File: config.mk
export PLATFORM = sky130hd
export DESIGN_NAME = toff_cascade_seq
export DESIGN_NICKNAME = d
export VERILOG_FILES = /design/src/rtl/toff_cascade_seq.sv
export SDC_FILE = /design/constraint.sdc
export NUM_CORES = 1
export LEC_CHECK = 0
export CORE_MARGIN = 3
export CORE_UTILIZATION = 40
export CTS_BUF_LIST = sky130_fd_sc_hd__clkbuf_8
export CTS_CLUSTER_DIAMETER = 40
export DETAILED_ROUTE_END_ITERATION = 8
export SLEW_MARGIN = 15
export SYNTH_ARGS = -nofsm -noshare
export SYNTH_HDL_FRONTEND = slang
export SYNTH_SLANG_ARGS = --single-unit
File: constraint.sdc
create_clock -name clk -period 5.1 [get_ports clk]
set_input_delay 1.02 -clock clk [delete_from_list [all_inputs] [get_ports clk]]
set_output_delay 1.02 -clock clk [all_outputs]
set_load 0.02 [all_outputs]
File: src/rtl/toff_cascade_seq.sv
// Toffoli cascade engine: applies up to DEPTH programmed gates to a WIDTH-bit word, one per clock,
// forward (dir=0) or reverse (dir=1). Optional TOFF_ROUNDTRIP_EN adds an undo pass and rt_err flag.
module toff_cascade_seq #(
  parameter int WIDTH = 8,
  parameter int DEPTH = 16
) (
  input  logic                       clk,
  input  logic                       rst_n,
  input  logic                       prog_we,
  input  logic [$clog2(DEPTH)-1:0]   prog_addr,
  input  logic [$clog2(WIDTH)-1:0]   prog_ctl_a,
  input  logic [$clog2(WIDTH)-1:0]   prog_ctl_b,
  input  logic [$clog2(WIDTH)-1:0]   prog_tgt,
  output logic                       prog_err,
  input  logic                       start,
  input  logic                       dir,
  input  logic [$clog2(DEPTH):0]     len,
  input  logic [WIDTH-1:0]           din,
  output logic                       busy,
  output logic                       done,
  output logic [WIDTH-1:0]           dout
`ifdef TOFF_ROUNDTRIP_EN
  ,
  output logic                       rt_err
`endif
);

  localparam int IDXW = $clog2(WIDTH);
  localparam int AW   = $clog2(DEPTH);

  localparam logic [1:0] S_IDLE = 2'd0;
  localparam logic [1:0] S_RUN  = 2'd1;
  localparam logic [1:0] S_DONE = 2'd3;
`ifdef TOFF_ROUNDTRIP_EN
  localparam logic [1:0] S_BACK = 2'd2;
`endif

  logic [1:0]       state;
  logic [WIDTH-1:0] st;
  logic [WIDTH-1:0] st_next;
  logic [AW-1:0]    ptr;
  logic [AW-1:0]    ptr_step;
  logic [AW:0]      rem;
  logic [AW:0]      eff_len;
  logic             dir_q;
  logic [DEPTH-1:0] vld;
  logic [IDXW-1:0]  tbl_a [DEPTH];
  logic [IDXW-1:0]  tbl_b [DEPTH];
  logic [IDXW-1:0]  tbl_t [DEPTH];
  logic             addr_ok;
  logic             wr_ok;
  logic             fire;
`ifdef TOFF_ROUNDTRIP_EN
  logic [WIDTH-1:0] din_q;
  logic [WIDTH-1:0] res;
  logic [AW:0]      len_q;
`endif

  assign addr_ok = ({1'b0, prog_addr} < (AW+1)'(DEPTH));
  assign wr_ok   = addr_ok
                 && ({1'b0, prog_ctl_a} < (IDXW+1)'(WIDTH))
                 && ({1'b0, prog_ctl_b} < (IDXW+1)'(WIDTH))
                 && ({1'b0, prog_tgt}   < (IDXW+1)'(WIDTH))
                 && (prog_tgt != prog_ctl_a)
                 && (prog_tgt != prog_ctl_b);

  assign eff_len  = (len > (AW+1)'(DEPTH)) ? (AW+1)'(DEPTH) : len;
  assign ptr_step = dir_q ? (ptr - 1'b1) : (ptr + 1'b1);

  // An invalid entry never fires, so it behaves as the identity gate.
  assign fire = vld[ptr] && st[tbl_a[ptr]] && st[tbl_b[ptr]];

  always_comb begin
    st_next = st;
    if (fire) st_next[tbl_t[ptr]] = ~st[tbl_t[ptr]];
  end

`ifdef TOFF_ROUNDTRIP_EN
  assign busy = (state == S_RUN) || (state == S_BACK);
`else
  assign busy = (state == S_RUN);
`endif

  // Gate payload needs no reset: the valid bits alone decide whether an entry acts.
  always_ff @(posedge clk) begin
    if (prog_we && (state == S_IDLE) && wr_ok) begin
      tbl_a[prog_addr] <= prog_ctl_a;
      tbl_b[prog_addr] <= prog_ctl_b;
      tbl_t[prog_addr] <= prog_tgt;
    end
  end

  always_ff @(posedge clk or negedge rst_n) begin
    if (!rst_n) begin
      state    <= S_IDLE;
      st       <= '0;
      ptr      <= '0;
      rem      <= '0;
      dir_q    <= 1'b0;
      vld      <= '0;
      dout     <= '0;
      done     <= 1'b0;
      prog_err <= 1'b0;
`ifdef TOFF_ROUNDTRIP_EN
      din_q    <= '0;
      res      <= '0;
      len_q    <= '0;
      rt_err   <= 1'b0;
`endif
    end else begin
      done     <= 1'b0;
      prog_err <= 1'b0;

      if (prog_we) begin
        if (state != S_IDLE) begin
          prog_err <= 1'b1;
        end else if (wr_ok) begin
          vld[prog_addr] <= 1'b1;
        end else begin
          prog_err <= 1'b1;
          if (addr_ok) vld[prog_addr] <= 1'b0;
        end
      end

      case (state)
        S_IDLE: begin
          if (start) begin
            st    <= din;
            dir_q <= dir;
            rem   <= eff_len;
            ptr   <= dir ? AW'(eff_len - 1'b1) : '0;
`ifdef TOFF_ROUNDTRIP_EN
            din_q  <= din;
            len_q  <= eff_len;
            rt_err <= 1'b0;
`endif
            if (eff_len == '0) begin
              state <= S_DONE;
              done  <= 1'b1;
              dout  <= din;
            end else begin
              state <= S_RUN;
            end
          end
        end

        S_RUN: begin
          st <= st_next;
          if (rem == (AW+1)'(1)) begin
`ifdef TOFF_ROUNDTRIP_EN
            // ptr already sits on the last gate applied, which is the first one to undo.
            state <= S_BACK;
            res   <= st_next;
            rem   <= len_q;
            dir_q <= ~dir_q;
`else
            state <= S_DONE;
            done  <= 1'b1;
            dout  <= st_next;
`endif
          end else begin
            rem <= rem - 1'b1;
            ptr <= ptr_step;
          end
        end

`ifdef TOFF_ROUNDTRIP_EN
        S_BACK: begin
          st <= st_next;
          if (rem == (AW+1)'(1)) begin
            state  <= S_DONE;
            done   <= 1'b1;
            dout   <= res;
            rt_err <= (st_next != din_q);
          end else begin
            rem <= rem - 1'b1;
            ptr <= ptr_step;
          end
        end
`endif

        S_DONE:  state <= S_IDLE;
        default: state <= S_IDLE;
      endcase
    end
  end

endmodule

==> flow_summary.toml, run 1 <==
[status]
status = "completed"

[timing]
final-hold-violation-count = 0
clock_skew_ns = 0.0235
slew_violations = 0
finalWorstSetupSlack_ns = 1.33
setup_tns_ns = 0
slew_headroom_pct = 34.9
finalCriticalPeriod_ns = 3.77
setup_viol = 0
period_share_pct = 73.9
tightestPinTransition_ns = 0.971
fmax_ghz = 0.265
rsz0062_at_grt = "false"

[placement]
hpwl_um = 15500
dpl_worst_slack_ns = 1.05
gp_congestion = 0.851
dp_cells = 958
portBuffers = 41

[cells_and_area]
final_nets = 735
fin_cells = 990
area_growth_pct = 11.8
drive_above_1_share_pct = 15.9
diodes = 0
final_util_pct = 45.9

[die]
boundaryPins = 42
die_area_mm2 = 0.0244
core-area_mm2 = 0.0220
initial_core_util_pct = 41.0
die_x_um = 156
die_h_um = 156
rows = 54

[detailed_routing]
num_vias = 5834
postRouteAntennaNets = 0
wl_per_cell_um = 22.2
vias_per_cell = 5.89
dr.pass1.iters = 5
drt_iter0_drc = 579
routed_wl_um = 22000
drc_errors = 0

[synthesis]
syn_nets = 697
synthFlopType = "edfxtp_1"
yosysSeqAreaShare_pct = 60.8
synth_edf_count = 144
synth.top_cell.area_share_pct = 48.0
synth_common_cells = "144 x edfxtp_1, 61 x o21ai_0, 51 x nand2_1"
ys_top_cells_by_area = "edfxtp_1 48%, dfrtp_1 13%, mux4_2 10%"
synth.largest_area_cell = "edfxtp_1"
ys_seq_elements = 190
synthMostInstantiatedCell = "edfxtp_1"
synth_cell_type_count = 62
netlist_area_mm2 = 0.00901
avgSynthCellArea_um2 = 13.7
netlist_instances = 659
ys_warn_count = 0
synthArstFlopShare_pct = 24.2

[power_and_ir_drop]
p_leak_nw = 3.36
vdd_drop_max_uv = 253
power_mw = 5.38
p_per_area_mw_per_mm2 = 535

[worst_hold_path]
min_path_type = "reg -> reg"
worstHoldPathCells = 2

[grt]
first_global_vias = 5765
met2_usage_pct = 29.5
grt_overflow = 0
grt.total_usage_pct = 18.5
grt_use_met3_pct = 4.11
grt_start_max_net_pins = 47
grt_pass1_wl_um = 34100
use_met1_pct = 26.1
grt.busiest_layer = "met2"
grt_antenna_before_repair = 0

[critical_path]
required_ns = 5.43
critical_path_class = "reg -> reg"
rr_startpoint = "ptr[0]"
r2r_cells = 9
crit_path_start_kind = "flop"
end_kind = "flop"
worstPathArrival_ns = 4.10
r2r-end = "dout[2]"
crit_fanout = 27
rrSetupSlack_ns = 1.33

[clock_network]
cts_buffer_depth = 2
cts_sinks = 190
cts_resized = 0
cts_buffers = 17
post_cts.repair.setup_buffers = 0
clk_latency_ns = 0.47
ctsHoldBuffers = 0
cts_tree = "yes"
h-tree-depth = 4
clkTransAtPathRegs_ns = 0.11
clockRootBuffer = "clkbuf_8"

[flow_run]
maxCapViolCount = 0
[sequential cells by signal (all words and copies together) (netlist names), named ones only]
name      count
dir_q         1
dout          8
tbl_b        48
tbl_a        48
done          1
rem           5
state         2
prog_err      1
st            8
tbl_t        48
ptr           4
[metrics by stage]
| stage | area [µm²] | hold WS (ns) |
|---|---|---|
| final | 10100 | 0.532 |
| after global routing | 10100 | 0.564 |
| after CTS | 10100 | 0.528 |
| after detailed placement | 9700 | 0.502 |
| after global placement | 9700 | 0.493 |
| after floorplan | 9010 | 0.464 |
[placed cells by master, fill, tap and decap left out, types with 5 or more instances in the layout]
cell | synthesis | layout
nor4_1 | 8 | 8
nor3_1 | 17 | 17
nand2_1 | 51 | 51
a311oi_1 | 8 | 8
clkbuf_8 | 0 | 17
mux2i_1 | 15 | 15
edfxtp_1 | 144 | 144
nand4_1 | 11 | 11
clkdlybuf4s50_1 | 0 | 40
ha_1 | 6 | 6
nor2b_1 | 10 | 10
dfrtp_1 | 46 | 44
or2_2 | 5 | 5
o21ai_0 | 61 | 61
buf_4 | 1 | 21
inv_1 | 11 | 12
a21oi_1 | 6 | 6
nand3_1 | 20 | 20
xor2_1 | 6 | 6
a22oi_1 | 7 | 7
nor2_1 | 50 | 50
nand2b_1 | 8 | 8
mux2_2 | 7 | 7
mux4_2 | 40 | 40
or3_1 | 11 | 11
o311ai_0 | 7 | 7
[how the worst max path moves through the flow]
stage / from / end / slack (ns) / depth (start not counted)
floorplan: prog_tgt[0] / tbl_a[14][0] / 2.22 / 7
global placement: prog_tgt[0] / tbl_a[14][2] / 1.14 / 7
detailed placement: prog_tgt[0] / tbl_a[14][2] / 1.05 / 7
CTS: ptr[0] / dout[2] / 1.33 / 8
global route: ptr[0] / st[6] / 1.02 / 8
finish: ptr[0] / dout[2] / 1.33 / 9
[cells by family (layout without fill, tap and decap cells)]
group           Yosys count  after routing  synth area share (%)
simple gates            210            210                  11.5
flops                   190            190                  60.8
compound gates          124            124                  9.18
mux                      67             67                  13.9
buf+inv                  53            104                  2.83
xor+xnor                  8              8                 0.778
fa+ha+maj                 7              7                  1.06
[layout make-up]
| cell class | count | area (µm²) |
|---|---|---|
| Clock buffer | 17 | 234 |
| Clock inverter | 15 | 133 |
| Fill cell | 1961 | 11900 |
| Inverter | 11 | 41.3 |
| Multi-Input combinational cell | 416 | 3280 |
| Sequential cell | 190 | 5480 |
| Tap cell | 280 | 350 |
| Timing Repair Buffer | 61 | 558 |
[critical path, cell delays in order, from the launching register on]
cell and delay [ns]:
dfrtp_2 0.96, buf_4 0.39, mux4_2 0.53, nand2_1 0.09, nand3_1 0.14, nor2b_1 0.17, o211ai_1 0.10, nand4_1 0.53
o311ai_0 0.60, nand3_1 0.13
[report_power, final]
group / total, mW / internal, mW / switching [mW] / leakage (nW)
Combinational: 2.37 / 0.979 / 1.40 / 1.33
Sequential: 2.07 / 1.83 / 0.246 / 1.84
Clock: 0.936 / 0.355 / 0.581 / 0.196
Total: 5.38 / 3.16 / 2.22 / 3.36
[layer usage]
metal	vias up	part of all wire, %
li1	2646	-
met1	2927	44
met2	236	48
met3	25	6.9
met4	0	1.3
met5	-	0
No activity file was read; power rests on OpenSTA's default activity.
==> inputs of run 2 (changes only) <==
Clock period 5.1 ns to 3.9 ns, I/O delays scaled along.
==> flow_summary.toml, run 2 (synthesis gave the netlist of run 1 again) <==
[clock_network]
h-tree-depth = 4
cts_buffers = 17
ctsHoldBuffers = 0
cts_sinks = 190
clk_latency_ns = 0.47
cts_resized = 0
post_cts.repair.setup_buffers = 0
clkTransAtPathRegs_ns = 0.10
cts_buffer_depth = 2
cts_tree = "yes"
clockRootBuffer = "clkbuf_8"

[flow_run]
maxCapViolCount = 0

[die]
rows = 54
boundaryPins = 42
core-area_mm2 = 0.0220
die_h_um = 156
die_area_mm2 = 0.0244
die_x_um = 156
initial_core_util_pct = 41.0

[timing]
final-hold-violation-count = 0
setup_viol = 0
fmax_ghz = 0.282
rsz0062_at_grt = "false"
finalCriticalPeriod_ns = 3.55
period_share_pct = 91.1
slew_violations = 0
clock_skew_ns = 0.0123
slew_headroom_pct = 30.1
tightestPinTransition_ns = 1.05
setup_tns_ns = 0

[critical_path]
worstPathArrival_ns = 3.89
cp.buffers_inverters = 1
rrSetupSlack_ns = 0.35
rr_startpoint = "ptr[0]"
end_kind = "flop"
required_ns = 4.23
crit_fanout = 16
cpPeakStageDelay_ns = 0.71
cp_common_cell = "nand3_1"
path_cells = "buf_4, mux4_1, a22oi_1, nand3_1, and3_1, or3_1, o311ai_0, nand3_1"
crit_path_start_kind = "flop"
r2r-end = "dout[1]"
critPathSlowestCell = "dfrtp_2"
r2r_cells = 8
critical_path_class = "reg -> reg"
cpLargestDelayFamily = "simple AND/OR/NAND/NOR gates"

[grt]
grt_start_max_net_pins = 47
grt_antenna_before_repair = 0
grt.total_usage_pct = 18.1
first_global_vias = 5794
grt_overflow = 0
grt_pass1_wl_um = 33300

[detailed_routing]
top_layer_used = "met4"
wl_per_cell_um = 21.5
wl_met2_um = 10600
postRouteAntennaNets = 0
drt_iter0_drc = 463
drc_errors = 0
num_vias = 5873
dr_wl_met3_um = 1230
dr.pass1.iters = 5
vias_per_cell = 5.83
routed_wl_um = 21700
wl_met1_um = 9510

[worst_hold_path]
min_path_type = "in -> async"

[cells_and_area]
fin_area_mm2 = 0.0102
final_nets = 752
fill_cells = 1924
layout_common_cells = "144 x edfxtp_1, 61 x o21ai_0, 51 x nand2_1, 50 x nor2_1, 44 x dfrtp_1"
fin_cells = 1007
drive_above_1_share_pct = 17.9
area_growth_pct = 13.7
layout_commonest_cell = "edfxtp_1"
top_regs = "tbl_a (48), tbl_b (48), tbl_t (48)"
diodes = 0

[placement]
dp_cells = 975
dpl_cell_area_mm2 = 0.00983
gp_congestion = 0.861
hpwl_um = 14900
portBuffers = 41

[power_and_ir_drop]
p_leak_nw = 3.47
vdd_drop_max_uv = 281
p_per_area_mw_per_mm2 = 699

[status]
status = "completed"
-- run 2: area by class of cell --
cell class              count  area (µm²)  area share (%)
repair buffers             78         683            6.67
flip-flops and latches    190        5480            53.5
clock buffers              17         234            2.28
well taps                 280         350            3.42
inverters                  11        41.3           0.403
clock inverters            15         176            1.72
multi-input cells         416        3280            32.0
-- run 2: per-stage QoR --
stage	hold slack [ns]	total power [mW]	setup WS, ns	util (%)
floorplan	0.464	5.06	1.05	-
global placement	0.492	5.76	0.493	44.8
detailed placement	0.501	5.86	0.396	44.8
CTS	0.492	7.18	0.369	46.6
global route	0.540	7.61	0.193	46.6
finish	0.496	7.16	0.349	46.6
-- run 2: layer usage --
| metal | GRT usage, % | vias to the layer above |
|---|---|---|
| li1 | - | 2676 |
| met1 | 25.1 | 2977 |
| met2 | 29.1 | 195 |
| met3 | 3.55 | 25 |
| met4 | 5.13 | 0 |
| met5 | 0 | - |
-- run 2: where the power goes --
group	internal (mW)	switching, mW
sequential	2.39	0.287
combinational	1.33	1.84
clock	0.540	0.771
-- run 2: worst max path at each step --
stage | from | end | slack, ns | cells after the start
3_3_place_gp | ptr[0] | dout[4] | 0.49 | 8
3_5_place_dp | ptr[0] | dout[1] | 0.40 | 8
4_1_cts | ptr[0] | dout[1] | 0.37 | 8
5_1_grt | ptr[0] | dout[1] | 0.19 | 8
2_1_floorplan | ptr[0] | dout[6] | 1.05 | 11
6_report | ptr[0] | dout[1] | 0.35 | 8
